### src/rtl/kanagawa_stage_pkg.sv
`default_nettype none
// ============================================================================
//  Module      : kanagawa_stage_pkg
//  Description : Helpers shared by the Kanagawa method-return adapter stages.
//  Revision    : 1.0 - initial release
// ============================================================================
package kanagawa_stage_pkg;

  // Width of an occupancy count able to represent 0..depth inclusive.
  function automatic int occ_width(int depth);
    return $clog2(depth) + 1;
  endfunction

endpackage
`default_nettype wire

### src/rtl/fifo_read_to_ready_valid_stage_if.sv
`default_nettype none
// ============================================================================
//  Module      : fifo_read_to_ready_valid_stage_if
//  Description : Show-ahead FIFO read side plus ready/valid stream and debug
//                status of the method-return adapter stage.
//  Revision    : 1.0 - initial release
// ============================================================================
interface fifo_read_to_ready_valid_stage_if
  import kanagawa_stage_pkg::*;
#(
  parameter int WIDTH       = 32,
  parameter int DEPTH       = 4,
  parameter int COUNT_WIDTH = 32
) ();

  logic                         empty_in;
  logic [WIDTH-1:0]             data_in;
  logic                         rden_out;
  logic                         valid_out;
  logic [WIDTH-1:0]             data_out;
  logic                         ready_in;
  logic [occ_width(DEPTH)-1:0]  occupancy_out;
  logic [COUNT_WIDTH-1:0]       delivered_out;

  // Adapter side: consumes the upstream FIFO, produces the stream.
  modport master (
    input  empty_in, data_in, ready_in,
    output rden_out, valid_out, data_out, occupancy_out, delivered_out
  );

  // Environment side: upstream FIFO and downstream consumer.
  modport slave (
    output empty_in, data_in, ready_in,
    input  rden_out, valid_out, data_out, occupancy_out, delivered_out
  );

endinterface
`default_nettype wire

### src/rtl/circular_buffer_flops.sv
`default_nettype none
// ============================================================================
//  Module      : circular_buffer_flops
//  Description : Flop-based storage array with one synchronous write port and
//                one asynchronous read port. Contents are not reset.
//  Revision    : 1.0 - initial release
// ============================================================================
module circular_buffer_flops #(
  parameter int WIDTH = 32,
  parameter int DEPTH = 4
) (
  input  logic                     clk,
  input  logic                     we,
  input  logic [$clog2(DEPTH)-1:0] waddr,
  input  logic [WIDTH-1:0]         wdata,
  input  logic [$clog2(DEPTH)-1:0] raddr,
  output logic [WIDTH-1:0]         rdata
);

  logic [WIDTH-1:0] mem_q [DEPTH];

  // Capture the written entry; storage carries no reset so it maps to plain flops.
  always_ff @(posedge clk) begin
    if (we) begin
      mem_q[waddr] <= wdata;
    end
  end

  assign rdata = mem_q[raddr];

endmodule
`default_nettype wire

### src/rtl/fifo_read_to_ready_valid_stage.sv
`default_nettype none
// ============================================================================
//  Module      : fifo_read_to_ready_valid_stage
//  Description : Pops a show-ahead method-result FIFO into a small circular
//                buffer and re-presents the results as a ready/valid stream,
//                counting completed downstream transfers.
//  Revision    : 1.0 - initial release
// ============================================================================
module fifo_read_to_ready_valid_stage
  import kanagawa_stage_pkg::*;
#(
  parameter int WIDTH       = 32,
  parameter int DEPTH       = 4,
  parameter int COUNT_WIDTH = 32
) (
  input  logic                                clk,
  input  logic                                rst,   // active-low, synchronous
  fifo_read_to_ready_valid_stage_if.master    bus
);

  localparam int              AW      = $clog2(DEPTH);
  localparam int              CW      = occ_width(DEPTH);
  localparam logic [CW-1:0]   C_DEPTH = CW'(DEPTH);

  logic [AW-1:0]          wr_ptr_q, wr_ptr_d;
  logic [AW-1:0]          rd_ptr_q, rd_ptr_d;
  logic [CW-1:0]          count_q, count_d;
  logic [COUNT_WIDTH-1:0] delivered_q, delivered_d;
  logic                   pop_w;
  logic                   xfer_w;
  logic [WIDTH-1:0]       rdata_w;

  // Pop decision depends only on the upstream flag and the registered count,
  // so no combinational path exists from ready_in back to rden_out. Gating
  // with rst keeps upstream untouched while the stage is held in reset.
  assign pop_w  = rst && !bus.empty_in && (count_q < C_DEPTH);
  assign xfer_w = bus.valid_out && bus.ready_in;

  assign bus.rden_out      = pop_w;
  assign bus.valid_out     = (count_q != '0);
  assign bus.data_out      = rdata_w;
  assign bus.occupancy_out = count_q;
  assign bus.delivered_out = delivered_q;

  circular_buffer_flops #(
    .WIDTH (WIDTH),
    .DEPTH (DEPTH)
  ) u_buf (
    .clk   (clk),
    .we    (pop_w),
    .waddr (wr_ptr_q),
    .wdata (bus.data_in),
    .raddr (rd_ptr_q),
    .rdata (rdata_w)
  );

  // Next-state: pointers advance on their own events, count nets them out.
  always_comb begin
    wr_ptr_d    = wr_ptr_q + {{(AW-1){1'b0}}, pop_w};
    rd_ptr_d    = rd_ptr_q + {{(AW-1){1'b0}}, xfer_w};
    delivered_d = delivered_q + {{(COUNT_WIDTH-1){1'b0}}, xfer_w};
    count_d     = count_q;
    case ({pop_w, xfer_w})
      2'b10:   count_d = count_q + 1'b1;
      2'b01:   count_d = count_q - 1'b1;
      default: count_d = count_q;
    endcase
  end

  // State registers; reset discards buffered entries and clears the counter.
  always_ff @(posedge clk) begin
    if (!rst) begin
      wr_ptr_q    <= '0;
      rd_ptr_q    <= '0;
      count_q     <= '0;
      delivered_q <= '0;
    end else begin
      wr_ptr_q    <= wr_ptr_d;
      rd_ptr_q    <= rd_ptr_d;
      count_q     <= count_d;
      delivered_q <= delivered_d;
    end
  end

endmodule
`default_nettype wire
### src/flat_wrapper.sv
// flat-port wrapper written by rule: the top's interface ports become plain ports
module fifo_read_to_ready_valid_stage_flat import kanagawa_stage_pkg::*;
#(
  parameter int WIDTH       = 32,
  parameter int DEPTH       = 4,
  parameter int COUNT_WIDTH = 32
)
  (clk, rst, bus_empty_in, bus_data_in, bus_ready_in, bus_rden_out, bus_valid_out, bus_data_out, bus_occupancy_out, bus_delivered_out);
  fifo_read_to_ready_valid_stage_if #(.WIDTH(WIDTH), .DEPTH(DEPTH), .COUNT_WIDTH(COUNT_WIDTH)) bus_i ();
  input  logic clk;
  input  logic rst;
  input wire logic [$bits(bus_i.empty_in)-1:0] bus_empty_in;
  input wire logic [$bits(bus_i.data_in)-1:0] bus_data_in;
  input wire logic [$bits(bus_i.ready_in)-1:0] bus_ready_in;
  output wire logic [$bits(bus_i.rden_out)-1:0] bus_rden_out;
  output wire logic [$bits(bus_i.valid_out)-1:0] bus_valid_out;
  output wire logic [$bits(bus_i.data_out)-1:0] bus_data_out;
  output wire logic [$bits(bus_i.occupancy_out)-1:0] bus_occupancy_out;
  output wire logic [$bits(bus_i.delivered_out)-1:0] bus_delivered_out;
  assign bus_i.empty_in = bus_empty_in;
  assign bus_i.data_in = bus_data_in;
  assign bus_i.ready_in = bus_ready_in;
  assign bus_rden_out = bus_i.rden_out;
  assign bus_valid_out = bus_i.valid_out;
  assign bus_data_out = bus_i.data_out;
  assign bus_occupancy_out = bus_i.occupancy_out;
  assign bus_delivered_out = bus_i.delivered_out;
  fifo_read_to_ready_valid_stage #(.WIDTH(WIDTH), .DEPTH(DEPTH), .COUNT_WIDTH(COUNT_WIDTH)) u_core (.clk(clk), .rst(rst), .bus(bus_i));
endmodule
### config.mk
export PLATFORM = sky130hd
export DESIGN_NAME = fifo_read_to_ready_valid_stage_flat
export DESIGN_NICKNAME = d
export VERILOG_FILES = /design/src/rtl/kanagawa_stage_pkg.sv /design/src/rtl/fifo_read_to_ready_valid_stage_if.sv /design/src/rtl/circular_buffer_flops.sv /design/src/rtl/fifo_read_to_ready_valid_stage.sv /design/src/flat_wrapper.sv
export SDC_FILE = /design/constraint.sdc
export NUM_CORES = 1
export LEC_CHECK = 0
export ABC_AREA = 1
export ABC_CLOCK_PERIOD_IN_PS = 4100
export CORE_MARGIN = 1
export CORE_UTILIZATION = 48
export CTS_CLUSTER_DIAMETER = 150
export DETAILED_ROUTE_END_ITERATION = 7
export GPL_TIMING_DRIVEN = 0
export PLACE_DENSITY_LB_ADDON = 0.2
export SYNTH_ARGS = -nofsm -noshare
export SYNTH_HDL_FRONTEND = slang
export SYNTH_SLANG_ARGS = --single-unit
### constraint.sdc
create_clock -name clk -period 4.1 [get_ports clk]
set_clock_uncertainty 0.05 [all_clocks]
set_input_delay 0.82 -clock clk [delete_from_list [all_inputs] [get_ports clk]]
set_output_delay 0.82 -clock clk [all_outputs]
set_load 0.01 [all_outputs]
==> metrics.txt, run 1 <==
outcome finished clean; io pins 105; Comb power frac 0.220; share of cells above drive strength 1 0.08094; PostCTS Resize Cnt 0; later-pin clock latency in the skew report 0.42 ns; Buffers on Ports 103; Mapped Nets 661; Worst setup EP type output port; site row count 43; Net Sw Power 1.218 mW; die width 121.0 um; initial antenna violation count 0; RSZ-0062 raised after global routing no; Clk pwr share 0.345; Primary FF master, synth edfxtp_1; Worst Path Required 3.23 ns; Int Pwr 3.205 mW; reg2reg start u_core.bus.occupancy_out[2]; TritonCTS clock tree built; Final Hold Fails 0; initial DRC count 405; period utilization 0.8302; Synth Register Bits 167; clk root buf clkbuf_16; vias in the first global route 5018; # clock sinks 167; detailed-route via count 5081; fmax 293.8 MHz; leakage power 2.900 nW; MaxCap Viol Count 0; Seq/Total Area, Yosys 0.6809; Crit path arrival time 2.53 ns; Post-DRT Antenna Nets 0; final net count 795; CP Launch Type flip-flop; asr flop ratio synth 0; Seq pwr share 0.435; Crit Path Max Fanout 10; Overall Power 4.422 mW; final WL 16.20 mm; Net Sw Frac 0.2753; first-pass GRT wire length 25.29 mm; largest net degree at the start of global routing 17; VDD IR max 0.0003254 V; # hold bufs at CTS 0; final core area utilization 0.6345; ant diodes 0; drc violations 0; Worst Hold Launch u_core.bus.delivered_out[4]; worst hold-check path type reg -> reg; CTS max path bufs 2; RD Place Congestion 0.8618; die area 14630 um2; first-pass iteration count of the detailed router 6; synthesized netlist cell count 620; Unique masters post-synth 33; core area 13830 um2; min Tclk post-route 3.404 ns; number of synthesized flops with an enable pin 128; WL per Instance 17.12 um; Final Slew Violations 0; Post-Syn Area 6792 um2; # setup viols final 0; Tightest Pin Transition 1.033 ns; Die H 121.0 um; Initial Util 0.4912; all-layer global routing usage 0.2314; PD cells 504.1 nW/um2; total grt overflow 0; clock buffer count from CTS 17; DP Wirelength 10.94 mm; area grow syn2layout 29.18%; Slew Limit Headroom 0.3075; Synth warnings 0; CTS H-Tree Depth 4; Worst-path clk slew 0.06 ns; CP Class reg -> out; Mapped Avg Cell Area 10.95 um2; Crit. Startpoint u_core.rd_ptr_q[0]; vias per cell 5.371; Post-CTS Setup Bufs 0
[worst paths after layout]
| kind | endpoint | slack [ns] | cells after the start |
|---|---|---|---|
| hold reg to reg | u_core.bus.delivered_out[4] | 0.44 | 2 |
| setup reg to reg | u_core.u_buf.mem_q[3][12] | 1.62 | 5 |
| setup / recovery | bus_data_out[26] | 0.70 | 5 |
| hold / removal | u_core.bus.delivered_out[4] | 0.44 | 2 |
[worst max-delay path, cell delays in order, from the launching register on]
cell and delay, ns:
dfxtp_1 0.39, buf_2 0.24, clkbuf_1 0.51, nor2_1 0.13, o22ai_1 0.25, clkdlybuf4s50_1 0.59
[logic make-up (layout without fill, tap and decap cells)]
group	Yosys count	after routing	share of synthesized area
flip-flops	167	167	0.6809
adder cells (fa/ha/maj)	5	5	0.01032
buffers and inverters	69	215	0.03851
AO/OA/AOI/OAI	134	134	0.1056
AND/OR/NAND/NOR	239	239	0.1570
XOR/XNOR	6	6	0.007739
[routing by layer]
| metal | wire length (um) | track usage |
|---|---|---|
| met5 | 0 | 0 |
| met4 | 266 | 0.08565 |
| met3 | 995 | 0.04981 |
| met2 | 8062 | 0.3904 |
| met1 | 6871 | 0.2922 |
[cell usage after synthesis, drive strengths merged (4+ instances only)]
library cell / count / share of area
nor2: 119 / 0.072
nor3: 14 / 0.012
nand2: 77 / 0.044
o21ai: 77 / 0.057
buf: 4 / 0.0026
ha: 4 / 0.0074
edfxtp: 128 / 0.57
dfxtp: 39 / 0.11
nand4: 6 / 0.0064
o22ai: 32 / 0.029
inv: 44 / 0.024
a21oi: 24 / 0.018
clkbuf: 19 / 0.011
nand3: 21 / 0.021
[power by group through the flow]
| stage | Clock [mW] | Combinational (mW) | Sequential [mW] |
|---|---|---|---|
| after global routing | 1.60 | 1.05 | 1.93 |
| final | 1.53 | 0.971 | 1.92 |
| after floorplan | 0 | 0.444 | 1.96 |
| after global placement | 0 | 0.930 | 1.96 |
| after detailed placement | 0 | 0.968 | 1.96 |
| after CTS | 1.54 | 0.973 | 1.92 |
[registers in the layout (all words and copies together) (netlist names)]
register,cells
u_core.wr_ptr_q,2
u_core.u_buf.mem_q,128
u_core.bus.occupancy_out,3
u_core.rd_ptr_q,2
u_core.bus.delivered_out,32
[cells in the final DEF (no fill, tap or decap), types with 20 or more instances in the layout]
cell and instances:
clkbuf_1 20, o21ai_0 76, o22ai_1 32, nand2_1 75, clkdlybuf4s50_1 103, edfxtp_1 128, inv_1 42, nor2_1 112
a21oi_1 24, dfxtp_1 39
[area by class of cell]
type                            count  area [um2]
Timing Repair Buffer              115        1177
Fill cell                        1097        5054
Buffer                             23       88.84
Multi-Input combinational cell    384        1926
Sequential cell                   167        4624
Clock inverter                     13       130.1
Clock buffer                       18       429.2
Inverter                           46       172.7
Tap cell                          180       225.2
[per-stage QoR]
stage	area, um2	worst slack, ns	hold slack [ns]	instances	TNS [ns]
5_1_grt	8773	0.5287	0.4817	946	0
2_1_floorplan	6792	-0.2314	0.4382	620	-29.61
3_5_place_dp	8214	0.6484	0.4225	915	0
6_report	8773	0.6962	0.4446	946	0
4_1_cts	8773	0.7126	0.4317	946	0
3_3_place_gp	8048	-2.218	0.4166	903	-272.62
No activity file was read; power rests on OpenSTA's default activity.
==> run 2, diff against run 1 <==
--- a/config.mk
+++ b/config.mk
@@ -6,9 +6,9 @@
 export NUM_CORES = 1
 export LEC_CHECK = 0
 export ABC_AREA = 1
-export ABC_CLOCK_PERIOD_IN_PS = 4100
+export ABC_CLOCK_PERIOD_IN_PS = 3300
 export CORE_MARGIN = 1
-export CORE_UTILIZATION = 48
+export CORE_UTILIZATION = 54
 export CTS_CLUSTER_DIAMETER = 150
 export DETAILED_ROUTE_END_ITERATION = 7
 export GPL_TIMING_DRIVEN = 0
==> constraint.sdc (replaced) <==
create_clock -name clk -period 3.3 [get_ports clk]
set_clock_uncertainty 0.05 [all_clocks]
set_input_delay 0.66 -clock clk [delete_from_list [all_inputs] [get_ports clk]]
set_output_delay 0.66 -clock clk [all_outputs]
set_load 0.01 [all_outputs]
==> metrics.txt, run 2 (same netlist as run 1, synthesis figures left out) <==
period utilization 0.9591; max reg flops 128 (unchanged); leakage power 2.907 nW (was 2.900 nW); min Tclk post-route 3.165 ns; DRT met1 WL 6.852 mm (was 6.871 mm); met3 WL 891 um (was 995 um); fmax 316.0 MHz; # setup viols final 0 (unchanged); clk root buf clkbuf_16 (unchanged); final core area utilization 0.7229 (was 0.6345); area grow syn2layout 28.92% (was 29.18%); pre-CTS setup slack 0.1163 ns (was 0.6484 ns); Crit path arrival time 2.45 ns (was 2.53 ns); Fillers 903 (was 1097); later-pin clock latency in the skew report 0.43 ns (was 0.42 ns); Buffers on Ports 103 (unchanged); Worst setup EP type output port (unchanged); Die H 114.1 um (was 121.0 um); final WL 16.26 mm (was 16.20 mm); # clock sinks 167 (unchanged); register area 4624 um2 (unchanged); Crit Path Max Fanout 10 (unchanged); site row count 40 (was 43); Worst-path clk slew 0.06 ns (about the same); final net count 795 (unchanged); Cells after DPL 903 (was 915); VDD IR max 0.0003539 V (was 0.0003254 V); RD Place Congestion 0.9271 (was 0.8618); DP Wirelength 11.11 mm (was 10.94 mm); all-layer global routing usage 0.2619 (was 0.2314); RSZ-0062 raised after global routing no (unchanged); commonest non-fill, non-tap cell in the layout edfxtp_1 (unchanged); PD cells 626.6 nW/um2 (was 504.1 nW/um2); detailed-route via count 5106 (was 5081); largest net degree at the start of global routing 17 (unchanged); WL per Instance 17.39 um (was 17.12 um); ant diodes 0 (unchanged); outcome finished clean (unchanged); CTS H-Tree Depth 4 (unchanged); first-pass GRT wire length 25.37 mm (was 25.29 mm); most frequent cells in the layout 128 x edfxtp_1, 112 x nor2_1, 103 x clkdlybuf4s50_1, 76 x o21ai_0, 75 x nand2_1 (unchanged); R2R Setup Slk 0.83 ns (was 1.62 ns); CP Class reg -> out (unchanged); Worst Path Required 2.59 ns (was 3.23 ns); first-pass iteration count of the detailed router 5 (was 6); die area 13030 um2 (was 14630 um2); footprint of the multi-input gates 1926 um2 (unchanged); TritonCTS clock tree built (unchanged); total grt overflow 0 (unchanged); reg2reg start u_core.bus.occupancy_out[2] (unchanged); initial antenna violation count 0 (unchanged); clock buffer count from CTS 17 (unchanged); core area 12110 um2 (was 13830 um2); r2r endpoint u_core.u_buf.mem_q[3][29] (was u_core.u_buf.mem_q[3][12]); drc violations 0 (unchanged); # hold bufs at CTS 0 (unchanged); met2 WL 8.183 mm (was 8.062 mm); die width 114.1 um (was 121.0 um); CP Launch Type flip-flop (unchanged); io pins 105 (unchanged); Final WS setup 0.1350 ns (was 0.6962 ns); vias per cell 5.461 (was 5.371); non-filler instance count after layout 935 (was 946); worst hold-check path type reg -> reg (unchanged); worst hold stages 2 (unchanged); Final Slew Violations 0 (unchanged); Worst Hold Path EP u_core.bus.delivered_out[26] (was u_core.bus.delivered_out[4]); Worst Hold Launch u_core.bus.delivered_out[26] (was u_core.bus.delivered_out[4]); Final Hold Fails 0 (unchanged); CTS max path bufs 2 (unchanged); Highest Signal Layer met4 (unchanged); Slew Limit Headroom 0.3573 (was 0.3075); share of cells above drive strength 1 0.07953 (was 0.08094); MaxCap Viol Count 0 (unchanged); vias in the first global route 4976 (was 5018); Post-DRT Antenna Nets 0 (unchanged); Initial Util 0.5607 (was 0.4912); R2R cell count 5 (unchanged); initial DRC count 349 (was 405); Tightest Pin Transition 0.9589 ns (was 1.033 ns); Largest Register u_core.u_buf.mem_q (unchanged)
## run 2: changes by cell type in the layout (fill, tap and decap cells not counted), sizes merged
| cell | previous run | this run |
|---|---|---|
| inv | 47 | 44 |
| clkinv | 7 | 3 |
| clkinvlp | 3 | 1 |
| clkbuf | 37 | 47 |
## run 2: worst max-delay path by stage
stage               slack [ns]               start                        end  depth (start not counted)
finish                    0.14  u_core.rd_ptr_q[0]           bus_data_out[13]                          5
global route              0.05  u_core.rd_ptr_q[0]           bus_data_out[13]                          5
CTS                       0.12  u_core.rd_ptr_q[0]           bus_data_out[26]                          5
detailed placement        0.12        bus_empty_in  u_core.u_buf.mem_q[3][28]                          6
global placement         -2.70        bus_empty_in  u_core.u_buf.mem_q[3][25]                          4
floorplan                -0.87                 rst   u_core.u_buf.mem_q[0][0]                          5
## run 2: power breakdown
group | leakage [nW] | internal [mW] | switching [mW]
combinational | 1.16 | 0.530 | 0.667
sequential | 1.48 | 2.35 | 0.0433
clock | 0.267 | 1.15 | 0.742
## run 2: cell type report
class                           instances  area share
Sequential cell                       167      0.5282
Multi-Input combinational cell        384      0.2199
Inverter                               46     0.01972
Clock buffer                           28     0.05559
Tap cell                              168     0.02401
Clock inverter                          4    0.008288
Buffer                                 23     0.01029
Timing Repair Buffer                  115      0.1340
## run 2: routing by layer
metal | up-vias | track usage
met3 | 28 | 0.05929
met1 | 2466 | 0.3317
li1 | 2431 | -
met5 | - | 0
met4 | 0 | 0.1100
met2 | 181 | 0.4360
## run 2: worst max-delay path, stage by stage (launching register included)
cell and delay (ns):
dfxtp_1 0.40, buf_2 0.26, clkbuf_1 0.48, nor2_1 0.14, o22ai_1 0.18, clkdlybuf4s50_1 0.57
## run 2: repair_timing
action                                  CTS  global route
buffers inserted                          0             0
gates resized for setup                   0             2
endpoints found under the setup margin    0             2
## run 2: per-stage QoR
step	hold WS, ns	cell area [um2]	TNS, ns	total power, mW
floorplan	0.4382	6792	-111.53	2.992
global placement	0.4248	8033	-338.06	3.583
detailed placement	0.4319	8195	0	3.630
CTS	0.4452	8755	0	5.506
global route	0.4628	8756	0	5.690
finish	0.4389	8756	0	5.486
==> run 3, diff against run 2 <==
--- a/config.mk
+++ b/config.mk
@@ -11,8 +11,10 @@
 export CORE_UTILIZATION = 54
 export CTS_CLUSTER_DIAMETER = 150
 export DETAILED_ROUTE_END_ITERATION = 7
+export GPL_ROUTABILITY_DRIVEN = 0
 export GPL_TIMING_DRIVEN = 0
 export PLACE_DENSITY_LB_ADDON = 0.2
+export SKIP_LAST_GASP = 1
 export SYNTH_ARGS = -nofsm -noshare
 export SYNTH_HDL_FRONTEND = slang
 export SYNTH_SLANG_ARGS = --single-unit
==> metrics.txt, run 3 (same netlist as run 1, synthesis figures left out) <==
fmax 313.5 MHz (was 316.0 MHz); Largest Register u_core.u_buf.mem_q (unchanged); Post-Layout Inst Area 8803 um2 (was 8756 um2); Worst-path clk slew 0.06 ns (about the same); min Tclk post-route 3.190 ns (was 3.165 ns); Crit Path Max Fanout 10 (unchanged); detailed-route via count 5172 (was 5106); Tightest Pin Transition 0.7114 ns (was 0.9589 ns); site row count 40 (unchanged); TritonCTS clock tree built (unchanged); worst hold stages 2 (unchanged); R2R Setup Slk 0.93 ns (was 0.83 ns); period utilization 0.9666 (was 0.9591); clk root buf clkbuf_16 (unchanged); MaxCap Viol Count 0 (unchanged); first-pass GRT wire length 25.05 mm (was 25.37 mm); RSZ-0062 raised after global routing no (unchanged); Post-DRT Antenna Nets 0 (unchanged); share of cells above drive strength 1 0.08735 (was 0.07953); Worst setup endpoint bus_data_out[26] (was bus_data_out[13]); final WL 16.09 mm (was 16.26 mm); Buffers on Ports 103 (unchanged); largest net degree at the start of global routing 17 (unchanged); Slew Limit Headroom 0.5215 (was 0.3573); Worst setup EP type output port (unchanged); CP Class reg -> out (unchanged); max reg flops 128 (unchanged); PD cells 636.9 nW/um2 (was 626.6 nW/um2); reg2reg start u_core.bus.occupancy_out[2] (unchanged); worst hold slack 0.4411 ns (was 0.4389 ns); CTS H-Tree Depth 4 (unchanged); area grow syn2layout 29.62% (was 28.92%); VDD IR max 0.0004320 V (was 0.0003539 V); Overall Power 5.607 mW (was 5.486 mW); core area 12110 um2 (unchanged); DP Wirelength 10.80 mm (was 11.11 mm); Crit. Startpoint u_core.rd_ptr_q[0] (unchanged); io pins 105 (unchanged); worst hold-check path type reg -> reg (unchanged); later-pin clock latency in the skew report 0.43 ns (about the same); die area 13030 um2 (unchanged); # clock sinks 167 (unchanged); Crit path arrival time 2.48 ns (was 2.45 ns); all-layer global routing usage 0.2559 (was 0.2619); commonest non-fill, non-tap cell in the layout edfxtp_1 (unchanged); total grt overflow 0 (unchanged); r2r endpoint u_core.bus.occupancy_out[2] (was u_core.u_buf.mem_q[3][29]); Die H 114.1 um (unchanged); GR Layer Usage met1 0.3068 (was 0.3317); initial DRC count 371 (was 349); Final Slew Violations 0 (unchanged); Cells after DPL 903 (unchanged); # hold bufs at CTS 0 (unchanged); outcome finished clean (unchanged); die width 114.1 um (unchanged); ant diodes 0 (unchanged); initial antenna violation count 0 (unchanged); vias per cell 5.532 (was 5.461); # setup viols final 0 (unchanged); leakage power 2.932 nW (was 2.907 nW); non-filler instance count after layout 935 (unchanged); Post-CTS Setup Bufs 0 (unchanged); Initial Util 0.5607 (unchanged); CTS max path bufs 2 (unchanged); final net count 795 (unchanged); placed cell area 8188 um2 (was 8195 um2); vias in the first global route 5088 (was 4976); clock buffer count from CTS 17 (unchanged); CP Launch Type flip-flop (unchanged); R2R cell count 9 (was 5); PostCTS Resize Cnt 0 (unchanged); drc violations 0 (unchanged); first-pass iteration count of the detailed router 5 (unchanged); Fillers 848 (was 903); WL per Instance 17.21 um (was 17.39 um); grt met3 use 0.05400 (was 0.05929); Worst Path Required 2.59 ns (about the same); Final Hold Fails 0 (unchanged); most frequent cells in the layout 128 x edfxtp_1, 112 x nor2_1, 103 x clkdlybuf4s50_1, 76 x o21ai_0, 75 x nand2_1 (unchanged); GRT met2 Usage 0.4562 (was 0.4360); Most Crowded Layer GR met2 (unchanged)
## run 3: cell count changes in the layout (fill, tap and decap cells not counted), sizes merged
| cell | previous run | this run |
|---|---|---|
| clkbuf | 47 | 39 |
| bufinv | 2 | 3 |
| clkinvlp | 1 | 2 |
| clkinv | 3 | 8 |
| inv | 44 | 45 |
## run 3: layout make-up
| class | instances | area (um2) | area share |
|---|---|---|---|
| sequential | 167 | 4624 | 0.5253 |
| multi-input combinational | 384 | 1926 | 0.2187 |
| timing repair buffer | 115 | 1166 | 0.1325 |
| clock buffer | 20 | 466.7 | 0.05301 |
| tap | 168 | 210.2 | 0.02388 |
| inverter | 46 | 172.7 | 0.01961 |
| clock inverter | 12 | 148.9 | 0.01691 |
| buffer | 23 | 88.84 | 0.01009 |
## run 3: report_power, final
part	switching, mW	internal (mW)
Clock	0.776	1.25
Combinational	0.668	0.525
Sequential	0.0421	2.35
Total	1.49	4.12
## run 3: worst max-delay path, stage by stage, from the launching register on
cell	delay, ns
dfxtp_1	0.38
buf_2	0.25
clkbuf_1	0.50
nor2_1	0.12
o22ai_1	0.22
clkdlybuf4s50_1	0.59
## run 3: worst min-delay path by stage
stage	slack (ns)	start	to
3_3_place_gp	0.42	u_core.bus.delivered_out[4]	u_core.bus.delivered_out[4]
2_1_floorplan	0.44	u_core.bus.delivered_out[4]	u_core.bus.delivered_out[4]
4_1_cts	0.44	u_core.bus.delivered_out[30]	u_core.bus.delivered_out[30]
5_1_grt	0.47	u_core.bus.delivered_out[4]	u_core.bus.delivered_out[4]
3_5_place_dp	0.43	u_core.bus.delivered_out[30]	u_core.bus.delivered_out[30]
6_report	0.44	u_core.bus.delivered_out[30]	u_core.bus.delivered_out[30]
## run 3: per-layer routing
layer	routed length [um]	up-vias
met4	197	0
met5	0	-
met1	6516	2504
li1	-	2442
met2	8282	209
met3	1094	17
## run 3: through the flow
| step | util | setup slack (ns) | setup TNS [ns] |
|---|---|---|---|
| 6_report | 0.7269 | 0.1101 | 0 |
| 5_1_grt | 0.7269 | 0.01829 | 0 |
| 4_1_cts | 0.7269 | 0.1128 | 0 |
| 3_5_place_dp | 0.6760 | 0.1450 | 0 |
| 3_3_place_gp | 0.6632 | -2.720 | -336.13 |
| 2_1_floorplan | - | -0.8714 | -111.53 |
